## config.mk

```make
export PLATFORM = sky130hd
export DESIGN_NAME = fm7_bus_master_flat
export DESIGN_NICKNAME = d
export VERILOG_FILES = /design/src/rtl/fm7_bus_master_if.sv /design/src/rtl/fm7_bus_master.sv /design/src/flat_wrapper.sv
export SDC_FILE = /design/constraint.sdc
export NUM_CORES = 1
export LEC_CHECK = 0
export ABC_AREA = 0
export BUFFER_PORTS_ARGS = -buffer_cell sky130_fd_sc_hd__buf_2
export CORE_MARGIN = 2
export CORE_UTILIZATION = 49
export DETAILED_ROUTE_END_ITERATION = 12
export HOLD_SLACK_MARGIN = 0.05
export PLACE_DENSITY = 0.75
export SLEW_MARGIN = 40
export SYNTH_ARGS = -nofsm -noshare
export SYNTH_HDL_FRONTEND = slang
export SYNTH_SLANG_ARGS = --single-unit
```

## constraint.sdc

```tcl
create_clock -name i_clk -period 1.8 [get_ports i_clk]
set_input_delay 0.09 -clock i_clk [delete_from_list [all_inputs] [get_ports i_clk]]
set_output_delay 0.09 -clock i_clk [all_outputs]
set_load 0.05 [all_outputs]
```

## src/rtl/fm7_bus_master_if.sv

```systemverilog
// Host request/acknowledge port and FM-7 I/O bus pins of the bus-cycle initiator.
// Signal prefixes follow the initiator's view: i_ enters the master, o_ leaves it.
interface fm7_bus_master_if;
    logic        i_req;
    logic        i_we;
    logic [15:0] i_addr;
    logic [7:0]  i_wdata;
    logic        o_ack;
    logic [7:0]  o_rdata;
    logic        o_busy;

    logic        i_mrdyn;
    logic [7:0]  i_mdatain;
    logic        o_e;
    logic        o_q;
    logic [15:0] o_maddrbus;
    logic        o_rwbn;
    logic        o_rden;
    logic        o_wtqen;
    logic [7:0]  o_mdataout;
    logic        o_mdataoe;

    modport master (
        input  i_req, i_we, i_addr, i_wdata, i_mrdyn, i_mdatain,
        output o_ack, o_rdata, o_busy, o_e, o_q, o_maddrbus, o_rwbn,
               o_rden, o_wtqen, o_mdataout, o_mdataoe
    );

    modport slave (
        output i_req, i_we, i_addr, i_wdata, i_mrdyn, i_mdatain,
        input  o_ack, o_rdata, o_busy, o_e, o_q, o_maddrbus, o_rwbn,
               o_rden, o_wtqen, o_mdataout, o_mdataoe
    );
endinterface

```

## src/rtl/fm7_bus_master.sv

```systemverilog
// FM-7 main-CPU I/O bus initiator: E/Q quadrature by clock-enable division, one
// host read/write per bus cycle, idle cycles are strobe-less dummy reads of $FFFF.
module fm7_bus_master #(
    parameter int DIV = 4
) (
    input  logic              i_clk,
    input  logic              i_reset,
    fm7_bus_master_if.master  bus
);

    localparam int CNT_W = (DIV > 1) ? $clog2(DIV) : 1;
    localparam logic [CNT_W-1:0] CNT_MAX = CNT_W'(DIV - 1);

    typedef enum logic [1:0] {
        PH_Q0 = 2'd0,
        PH_Q1 = 2'd1,
        PH_Q2 = 2'd2,
        PH_Q3 = 2'd3
    } phase_t;

    logic [CNT_W-1:0] r_cnt;
    phase_t           r_phase;
    logic             r_boot;
    logic             r_host;
    logic             r_we;
    logic [7:0]       r_wdata;
    logic             r_e;
    logic             r_q;
    logic [15:0]      r_maddr;
    logic             r_rwbn;
    logic             r_rden;
    logic             r_wtqen;
    logic [7:0]       r_mdataout;
    logic             r_mdataoe;
    logic [7:0]       r_rdata;
    logic             r_ack;
    logic             r_busy;

    logic             w_quarter_end;
    logic             w_boundary;
    logic             w_stretch;
    logic             w_complete;
    logic             w_accept;
    logic [CNT_W-1:0] w_cnt_nxt;
    phase_t           w_phase_nxt;
    logic             w_host_nxt;
    logic             w_we_nxt;
    logic [7:0]       w_wdata_nxt;
    logic             w_e_nxt;
    logic             w_q_nxt;
    logic [15:0]      w_maddr_nxt;
    logic             w_rwbn_nxt;
    logic             w_rden_nxt;
    logic             w_wtqen_nxt;
    logic [7:0]       w_mdataout_nxt;
    logic             w_mdataoe_nxt;
    logic [7:0]       w_rdata_nxt;
    logic             w_ack_nxt;
    logic             w_busy_nxt;

    // r_boot makes the first edge after reset behave like the end of a Q3,
    // so a fresh bus cycle (and a possible acceptance) starts right there.
    always_comb begin
        // NOTE: every combinational output gets a default first so no path leaves it unassigned (no latch).
        w_quarter_end  = (r_cnt == CNT_MAX);
        w_boundary     = r_boot || (w_quarter_end && (r_phase == PH_Q3));
        w_stretch      = w_quarter_end && (r_phase == PH_Q2) && !bus.i_mrdyn;
        w_complete     = w_boundary && r_host;
        w_accept       = w_boundary && bus.i_req && !w_complete;

        w_cnt_nxt      = (r_boot || w_quarter_end) ? '0 : r_cnt + CNT_W'(1);
        w_phase_nxt    = r_phase;
        w_host_nxt     = r_host;
        w_we_nxt       = r_we;
        w_wdata_nxt    = r_wdata;
        w_maddr_nxt    = r_maddr;
        w_rwbn_nxt     = r_rwbn;
        w_rden_nxt     = r_rden;
        w_wtqen_nxt    = r_wtqen;
        w_mdataout_nxt = r_mdataout;
        w_mdataoe_nxt  = r_mdataoe;
        w_rdata_nxt    = r_rdata;
        w_ack_nxt      = w_complete;
        w_busy_nxt     = r_busy;

        if (r_boot) begin
            w_phase_nxt = PH_Q0;
        end else if (w_quarter_end && !w_stretch) begin
            case (r_phase)
                PH_Q0:   w_phase_nxt = PH_Q1;
                PH_Q1:   w_phase_nxt = PH_Q2;
                PH_Q2:   w_phase_nxt = PH_Q3;
                default: w_phase_nxt = PH_Q0;
            endcase
        end

        w_e_nxt = (w_phase_nxt == PH_Q2) || (w_phase_nxt == PH_Q3);
        w_q_nxt = (w_phase_nxt == PH_Q1) || (w_phase_nxt == PH_Q2);

        if (w_boundary) begin
            w_host_nxt    = w_accept;
            w_maddr_nxt   = w_accept ? bus.i_addr : 16'hFFFF;
            w_rwbn_nxt    = w_accept ? !bus.i_we : 1'b1;
            w_rden_nxt    = 1'b1;
            w_wtqen_nxt   = 1'b1;
            w_mdataoe_nxt = 1'b0;
            if (w_accept) begin
                w_we_nxt    = bus.i_we;
                w_wdata_nxt = bus.i_wdata;
                w_busy_nxt  = 1'b1;
            end
            if (w_complete && !r_we) begin
                w_rdata_nxt = bus.i_mdatain;
            end
        end else if (w_quarter_end && r_host) begin
            case (r_phase)
                PH_Q0: begin
                    if (r_we) begin
                        w_mdataout_nxt = r_wdata;
                        w_mdataoe_nxt  = 1'b1;
                    end
                end
                PH_Q1: begin
                    if (r_we) begin
                        w_wtqen_nxt = 1'b0;
                    end else begin
                        w_rden_nxt = 1'b0;
                    end
                end
                default: ;
            endcase
        end

        // busy covers the ack clock and drops on the edge after it
        if (r_ack) begin
            w_busy_nxt = 1'b0;
        end
    end

    always_ff @(posedge i_clk) begin
        // NOTE: state registers use non-blocking assignments so every register samples pre-edge values.
        if (i_reset) begin
            r_cnt      <= '0;
            r_phase    <= PH_Q0;
            r_boot     <= 1'b1;
            r_host     <= 1'b0;
            r_we       <= 1'b0;
            r_wdata    <= 8'h00;
            r_e        <= 1'b0;
            r_q        <= 1'b0;
            r_maddr    <= 16'hFFFF;
            r_rwbn     <= 1'b1;
            r_rden     <= 1'b1;
            r_wtqen    <= 1'b1;
            r_mdataout <= 8'h00;
            r_mdataoe  <= 1'b0;
            r_rdata    <= 8'h00;
            r_ack      <= 1'b0;
            r_busy     <= 1'b0;
        end else begin
            r_cnt      <= w_cnt_nxt;
            r_phase    <= w_phase_nxt;
            r_boot     <= 1'b0;
            r_host     <= w_host_nxt;
            r_we       <= w_we_nxt;
            r_wdata    <= w_wdata_nxt;
            r_e        <= w_e_nxt;
            r_q        <= w_q_nxt;
            r_maddr    <= w_maddr_nxt;
            r_rwbn     <= w_rwbn_nxt;
            r_rden     <= w_rden_nxt;
            r_wtqen    <= w_wtqen_nxt;
            r_mdataout <= w_mdataout_nxt;
            r_mdataoe  <= w_mdataoe_nxt;
            r_rdata    <= w_rdata_nxt;
            r_ack      <= w_ack_nxt;
            r_busy     <= w_busy_nxt;
        end
    end

    assign bus.o_e        = r_e;
    assign bus.o_q        = r_q;
    assign bus.o_maddrbus = r_maddr;
    assign bus.o_rwbn     = r_rwbn;
    assign bus.o_rden     = r_rden;
    assign bus.o_wtqen    = r_wtqen;
    assign bus.o_mdataout = r_mdataout;
    assign bus.o_mdataoe  = r_mdataoe;
    assign bus.o_rdata    = r_rdata;
    assign bus.o_ack      = r_ack;
    assign bus.o_busy     = r_busy;

endmodule

```

## src/flat_wrapper.sv

```systemverilog
// flat-port wrapper written by rule: the top's interface ports become plain ports
module fm7_bus_master_flat 
#(
    parameter int DIV = 4
)
  (i_clk, i_reset, bus_i_req, bus_i_we, bus_i_addr, bus_i_wdata, bus_i_mrdyn, bus_i_mdatain, bus_o_ack, bus_o_rdata, bus_o_busy, bus_o_e, bus_o_q, bus_o_maddrbus, bus_o_rwbn, bus_o_rden, bus_o_wtqen, bus_o_mdataout, bus_o_mdataoe);
  fm7_bus_master_if bus_i ();
  input  logic i_clk;
  input  logic i_reset;
  input wire logic [$bits(bus_i.i_req)-1:0] bus_i_req;
  input wire logic [$bits(bus_i.i_we)-1:0] bus_i_we;
  input wire logic [$bits(bus_i.i_addr)-1:0] bus_i_addr;
  input wire logic [$bits(bus_i.i_wdata)-1:0] bus_i_wdata;
  input wire logic [$bits(bus_i.i_mrdyn)-1:0] bus_i_mrdyn;
  input wire logic [$bits(bus_i.i_mdatain)-1:0] bus_i_mdatain;
  output wire logic [$bits(bus_i.o_ack)-1:0] bus_o_ack;
  output wire logic [$bits(bus_i.o_rdata)-1:0] bus_o_rdata;
  output wire logic [$bits(bus_i.o_busy)-1:0] bus_o_busy;
  output wire logic [$bits(bus_i.o_e)-1:0] bus_o_e;
  output wire logic [$bits(bus_i.o_q)-1:0] bus_o_q;
  output wire logic [$bits(bus_i.o_maddrbus)-1:0] bus_o_maddrbus;
  output wire logic [$bits(bus_i.o_rwbn)-1:0] bus_o_rwbn;
  output wire logic [$bits(bus_i.o_rden)-1:0] bus_o_rden;
  output wire logic [$bits(bus_i.o_wtqen)-1:0] bus_o_wtqen;
  output wire logic [$bits(bus_i.o_mdataout)-1:0] bus_o_mdataout;
  output wire logic [$bits(bus_i.o_mdataoe)-1:0] bus_o_mdataoe;
  assign bus_i.i_req = bus_i_req;
  assign bus_i.i_we = bus_i_we;
  assign bus_i.i_addr = bus_i_addr;
  assign bus_i.i_wdata = bus_i_wdata;
  assign bus_i.i_mrdyn = bus_i_mrdyn;
  assign bus_i.i_mdatain = bus_i_mdatain;
  assign bus_o_ack = bus_i.o_ack;
  assign bus_o_rdata = bus_i.o_rdata;
  assign bus_o_busy = bus_i.o_busy;
  assign bus_o_e = bus_i.o_e;
  assign bus_o_q = bus_i.o_q;
  assign bus_o_maddrbus = bus_i.o_maddrbus;
  assign bus_o_rwbn = bus_i.o_rwbn;
  assign bus_o_rden = bus_i.o_rden;
  assign bus_o_wtqen = bus_i.o_wtqen;
  assign bus_o_mdataout = bus_i.o_mdataout;
  assign bus_o_mdataoe = bus_i.o_mdataoe;
  fm7_bus_master #(.DIV(DIV)) u_core (.i_clk(i_clk), .i_reset(i_reset), .bus(bus_i));
endmodule
```

### Word level (Yosys, flattened, before mapping)

Index checks and enable logic that the tools add are counted.

* flip-flop bits (word level): 55
* input port bits: 37
* output and inout bits: 40
* word-level logic and storage cells: 61

* $add $sub $neg: 1
* equal/unequal tests: 7
* multiplexer cells: 6
* bitwise operators: 2
* reductions and logical operators: 28

Operators with widths (count)
* 2-to-1 mux 16 bit: 1
* equality test 2 bit, second input constant: 5
* logical AND 1 bit: 9
* AND reduction 3 bit: 3
* case mux 2 bit (3 select lines): 1
* OR reduction 2 bit: 3
* zero test 1 bit: 5
* equality test 2 x 1 -> 1 bit, second input constant: 2
* logical OR 1 bit: 4
* 2-to-1 mux 2 bit: 2
* AND reduction 2 bit: 2
* AND reduction 4 bit: 1
* adder 2 x 1 -> 2 bit, second input constant: 1
* zero test 2 bit: 1
* 2-to-1 mux 1 bit: 2
* inverter 1 bit: 2

### Longest topological paths before layout

* depth after elaboration: 9
* gate-level depth with buffers: 8

### Worst setup path before layout

Ideal clock, no wire load.

* path kind: register to register
* start point: register u_core.r_phase[0]
* end point: register u_core.r_maddr[0] (netlist: u_core.bus.o_maddrbus[0])
* library setup time: 118 ps
* data arrival time: 1446 ps
* data required time: 1682 ps
* setup slack: 237 ps
* cell stages (with the launch flop): 7
* period minus slack after synthesis: 1563 ps
* cell sequence: dfxtp_1 ha_1 a21oi_1 or3_1 buf_6 buf_8 o22a_1

* cells in the longest elaborated chain, start to end: 7

RTL lines
* start: declaration: line fm7_bus_master.sv:22 `phase_t r_phase;`
* start signal: assignment: line fm7_bus_master.sv:162 `r_phase <= w_phase_nxt;`
* equality test 2 bit *: line fm7_bus_master.sv:66 `w_boundary = r_boot || (w_quarter_end && (r_phase == PH_Q3));`
* logical AND 1 bit *: line fm7_bus_master.sv:66
* logical OR 1 bit *: line fm7_bus_master.sv:66
* logical AND 1 bit: line fm7_bus_master.sv:68 `w_complete = w_boundary && r_host;`
* zero test 1 bit: line fm7_bus_master.sv:69 `w_accept = w_boundary && bus.i_req && !w_complete;`
* logical AND 1 bit: line fm7_bus_master.sv:69
* 2-to-1 mux 16 bit: line fm7_bus_master.sv:102 `w_maddr_nxt = w_accept ? bus.i_addr : 16'hFFFF;`
* end signal: assignment: line fm7_bus_master.sv:169 `r_maddr <= w_maddr_nxt;`
* end: declaration: line fm7_bus_master.sv:29 `logic [15:0] r_maddr;`

Mark *: on every way between the ends. The rest lies on a longest branch, timed or not.
A chain may end at the register's enable or synchronous reset.

### Worst setup path after layout

* start point: register u_core.r_cnt[0]
* end point: register u_core.r_mdataout[2] (netlist: u_core.bus.o_mdataout[2])

* cells in the longest elaborated chain, start to end: 5

RTL lines
* start: declaration: line fm7_bus_master.sv:21 `logic [CNT_W-1:0] r_cnt;`
* start signal: assignment: line fm7_bus_master.sv:161 `r_cnt <= w_cnt_nxt;`
* equality test 2 bit *: line fm7_bus_master.sv:65 `w_quarter_end = (r_cnt == CNT_MAX);`
* logical AND 1 bit: line fm7_bus_master.sv:66
* logical OR 1 bit: line fm7_bus_master.sv:66
* inverter 1 bit (no source line)
* AND reduction 4 bit (no source line) *
* end signal: assignment: line fm7_bus_master.sv:173 `r_mdataout <= w_mdataout_nxt;`
* end: declaration: line fm7_bus_master.sv:33 `logic [7:0] r_mdataout;`

Marks and branches as above.

==> impl_results.md <==
* Status: finished clean
* Kind of critical path: flip-flop to flip-flop
* Number of diodes at 0
* Avg Inst Size Synth at 10.3 um2
* Area Overhead vs Synth at 36.0%
* Post-Syn Nets at 253
* Worst-path fanout max at 8
* Main synth FF type: dfxtp_1
* Seq cells post-synth at 55
* Avg WL per Cell at 13.3 um
* Clock Latency Late Sink at 0.30 ns
* Overall power at 0.00226 W
* Clk pwr share at 29.7%
* CP arrival at 1.85 ns
* Fraction of layout cells with a size suffix above 1 at 29.7%
* Top Ports at 77
* Post-synth EDFFs at 0
* Chip height at 70.4 um
* Fin. max-slew vios at 0
* Clock root cell: clkbuf_8
* Clock Skews at 0.00475 ns
* Final setup viols at 0
* PortBufs at 76
* Combinational share of power at 13.8%
* Longest Clk Path Bufs at 2
* Non-Filler Instances at 362
* Synth area leader: dfxtp_1
* Worst slew pin tran at 0.639 ns
* Placer Congestion at 0.768
* Sequential share of power at 56.5%
* DR vias at 1,810
* Mapped Cells at 209
* DR pass1 iterations at 4
* Endpoints failing hold at 0
* Row count at 24
* Relative slew margins at 57.4%
* Top post-synthesis cells by area: dfxtp_1 51%, nand2b_1 9.8%, mux2i_1 7.4%, o22a_1 6.5%, ha_1 4.1%
* CP endpoint kind: flip-flop
* Initial Utilization at 50.3%
* Switching share of power at 24.9%
* Pint at 0.00169 W
* VDD IR max at 0.533 mV
* Routed Antenna Nets at 0
* Global-route wire length before repair at 7880 um
* Pwr/cell area at 767 nW/um2
* Fmax at 598 MHz
* Core Area at 4290 um2
* Maxcap violations at 0
* Setup WS post-layout at 0.127 ns
* R2R depth at 4
* Fillers at 345
* Commonest cells post-synth: 55 x dfxtp_1, 34 x nand2b_1, 16 x mux2i_1, 16 x o22a_1, 13 x a21oi_1
* Post-Syn Area at 2160 um2
* Async S/R FF share, synth at 0%
* Synthesis Warnings at 0
* Clock sinks at 55
* Post-CTS Setup Inserts at 0
* Core Util, Final at 68.5%
* Vias in the first global route at 1,756
* Clock period minus worst slack at 1.67 ns
* Die area at 4960 um2
* WHS Path Cells at 3
* P_sw at 0.000562 W
* Largest net degree at the start of global routing at 39
* Vias/cell at 5.00
* Gr usage total at 20.2%
* DRC viols at 0
* Setup WS pre-CTS at 0.0233 ns
* RSZ-0062 raised after global routing: no
* Post-DP HPWL at 3100 um
* Seq/Total Area, Yosys at 50.9%
* Req. time, crit path at 1.98 ns
* Initial antenna violation count at 0
* Die W at 70.4 um
* Final nets at 354
* Synth top area share at 50.9%
* Yosys cell types at 30
* Routed WL at 4830 um
* Cts bufs inserted at 5
* Hold/Removal Path Class: input pin to flip-flop
* Type of origin of the critical path: flip-flop
* Drt initial violations at 118
* CTS tree: built
* Dpl cells at 326
* GRT overflow at 0
* Leak at 1.26 nW
* Most numerous cell in the Yosys netlist: dfxtp_1
* Setup TNS at 0 ns
* H-tree levels at 2
* Tcrit/Tclk final at 92.9%
* Clock Pin Slew Worst Setup and Hold Paths at 0.09 ns
-- sequential cells by signal, indices dropped and copies added (netlist names) --
signal                 flops
u_core.bus.o_ack           1
u_core.bus.o_busy          1
u_core.bus.o_e             1
u_core.bus.o_maddrbus     16
u_core.bus.o_mdataoe       1
u_core.bus.o_mdataout      8
u_core.bus.o_q             1
u_core.bus.o_rdata         8
u_core.bus.o_rden          1
u_core.bus.o_rwbn          1
u_core.bus.o_wtqen         1
u_core.r_boot              1
u_core.r_cnt               2
u_core.r_host              1
u_core.r_phase             2
u_core.r_wdata             8
u_core.r_we                1
-- per-stage QoR --
step | hold WS, ns | cell area [um2]
CTS | 0.0549 | 2930
floorplan | 0.118 | 2160
detailed placement | 0.318 | 2560
global route | 0.0730 | 2940
finish | 0.0591 | 2940
global placement | 0.314 | 2560
-- critical path: stages (launching register included) --
cell and delay [ns]:
dfxtp_1 0.34, ha_1 0.29, nand4_1 0.15, or3_1 0.56, mux2i_1 0.19
-- timing repair --
action / in CTS / in global routing
endpoints found under the hold margin: 29 / 0
hold buffers: 29 / 0
resized for setup: 0 / 2
setup endpoints to repair: 0 / 17
-- power by group through the flow --
| stage | Clock, W | Sequential (W) | Combinational [W] |
|---|---|---|---|
| after global placement | 0 | 0.00130 | 0.000257 |
| after floorplan | 0 | 0.00138 | 0.000107 |
| after CTS | 0.000689 | 0.00127 | 0.000308 |
| final | 0.000669 | 0.00128 | 0.000311 |
| after detailed placement | 0 | 0.00130 | 0.000259 |
| after global routing | 0.000726 | 0.00128 | 0.000334 |
-- layer usage --
layer / vias up / part of all wire (%) / GRT usage (%)
met5: - / 0 / 0
li1: 929 / - / -
met4: 0 / 4.1 / 11.5
met2: 46 / 49 / 34.0
met1: 817 / 43 / 23.6
met3: 18 / 3.7 / 4.18
-- cells by family after synthesis --
group	count (synthesis)	share of synthesized area, %
muxes	16	7.41
adders and majority gates	7	4.05
DFF	55	50.9
and+or+nand+nor	62	17.5
buffers and inverters	20	4.80
AOI/OAI and AO/OA	49	15.3
-- cell type report --
type	instances	area, um2	area share, %
Timing Repair Buffer	110	708	24.1
Multi-Input combinational cell	134	962	32.7
Clock buffer	6	82.6	2.81
Tap cell	52	65.1	2.21
Inverter	4	15.0	0.511
Clock inverter	1	5.00	0.170
Sequential cell	55	1100	37.5
-- cell usage in the layout, fill, tap and decap left out --
master	netlist	routed
buf_2	2	76
buf_4	0	5
ha_1	7	7
dlygate4sd3_1	0	29
or3_1	2	1
a211o_1	2	2
o21ai_0	11	11
and2b_1	1	1
nor2b_1	1	1
or3_4	0	1
inv_1	4	4
nor4b_1	1	1
a21o_1	3	3
o21a_1	1	1
nand2_1	1	1
mux2i_1	16	16
o22a_1	16	16
dfxtp_1	55	54
a2111oi_0	1	1
nand2b_1	34	34
nand2b_4	1	1
a211oi_1	2	2
clkinv_2	0	1
nand4_1	2	2
nor2_1	4	4
nor3_1	2	2
nand4b_1	1	1
clkbuf_8	0	6
nor3_2	1	1
nand3_1	10	10
a21oi_1	13	13
nor4_1	1	1
dfxtp_2	0	1
-- final timing paths --
check	startpoint	to	slack (ns)
hold / removal	bus_i_mdatain[6]	u_core.bus.o_rdata[6]	0.06
setup / recovery	u_core.r_cnt[0]	u_core.bus.o_mdataout[2]	0.13
setup reg to reg	u_core.r_cnt[0]	u_core.bus.o_mdataout[2]	0.13
hold reg to reg	u_core.bus.o_ack	u_core.bus.o_busy	0.42
No activity file was read; power rests on OpenSTA's default activity.
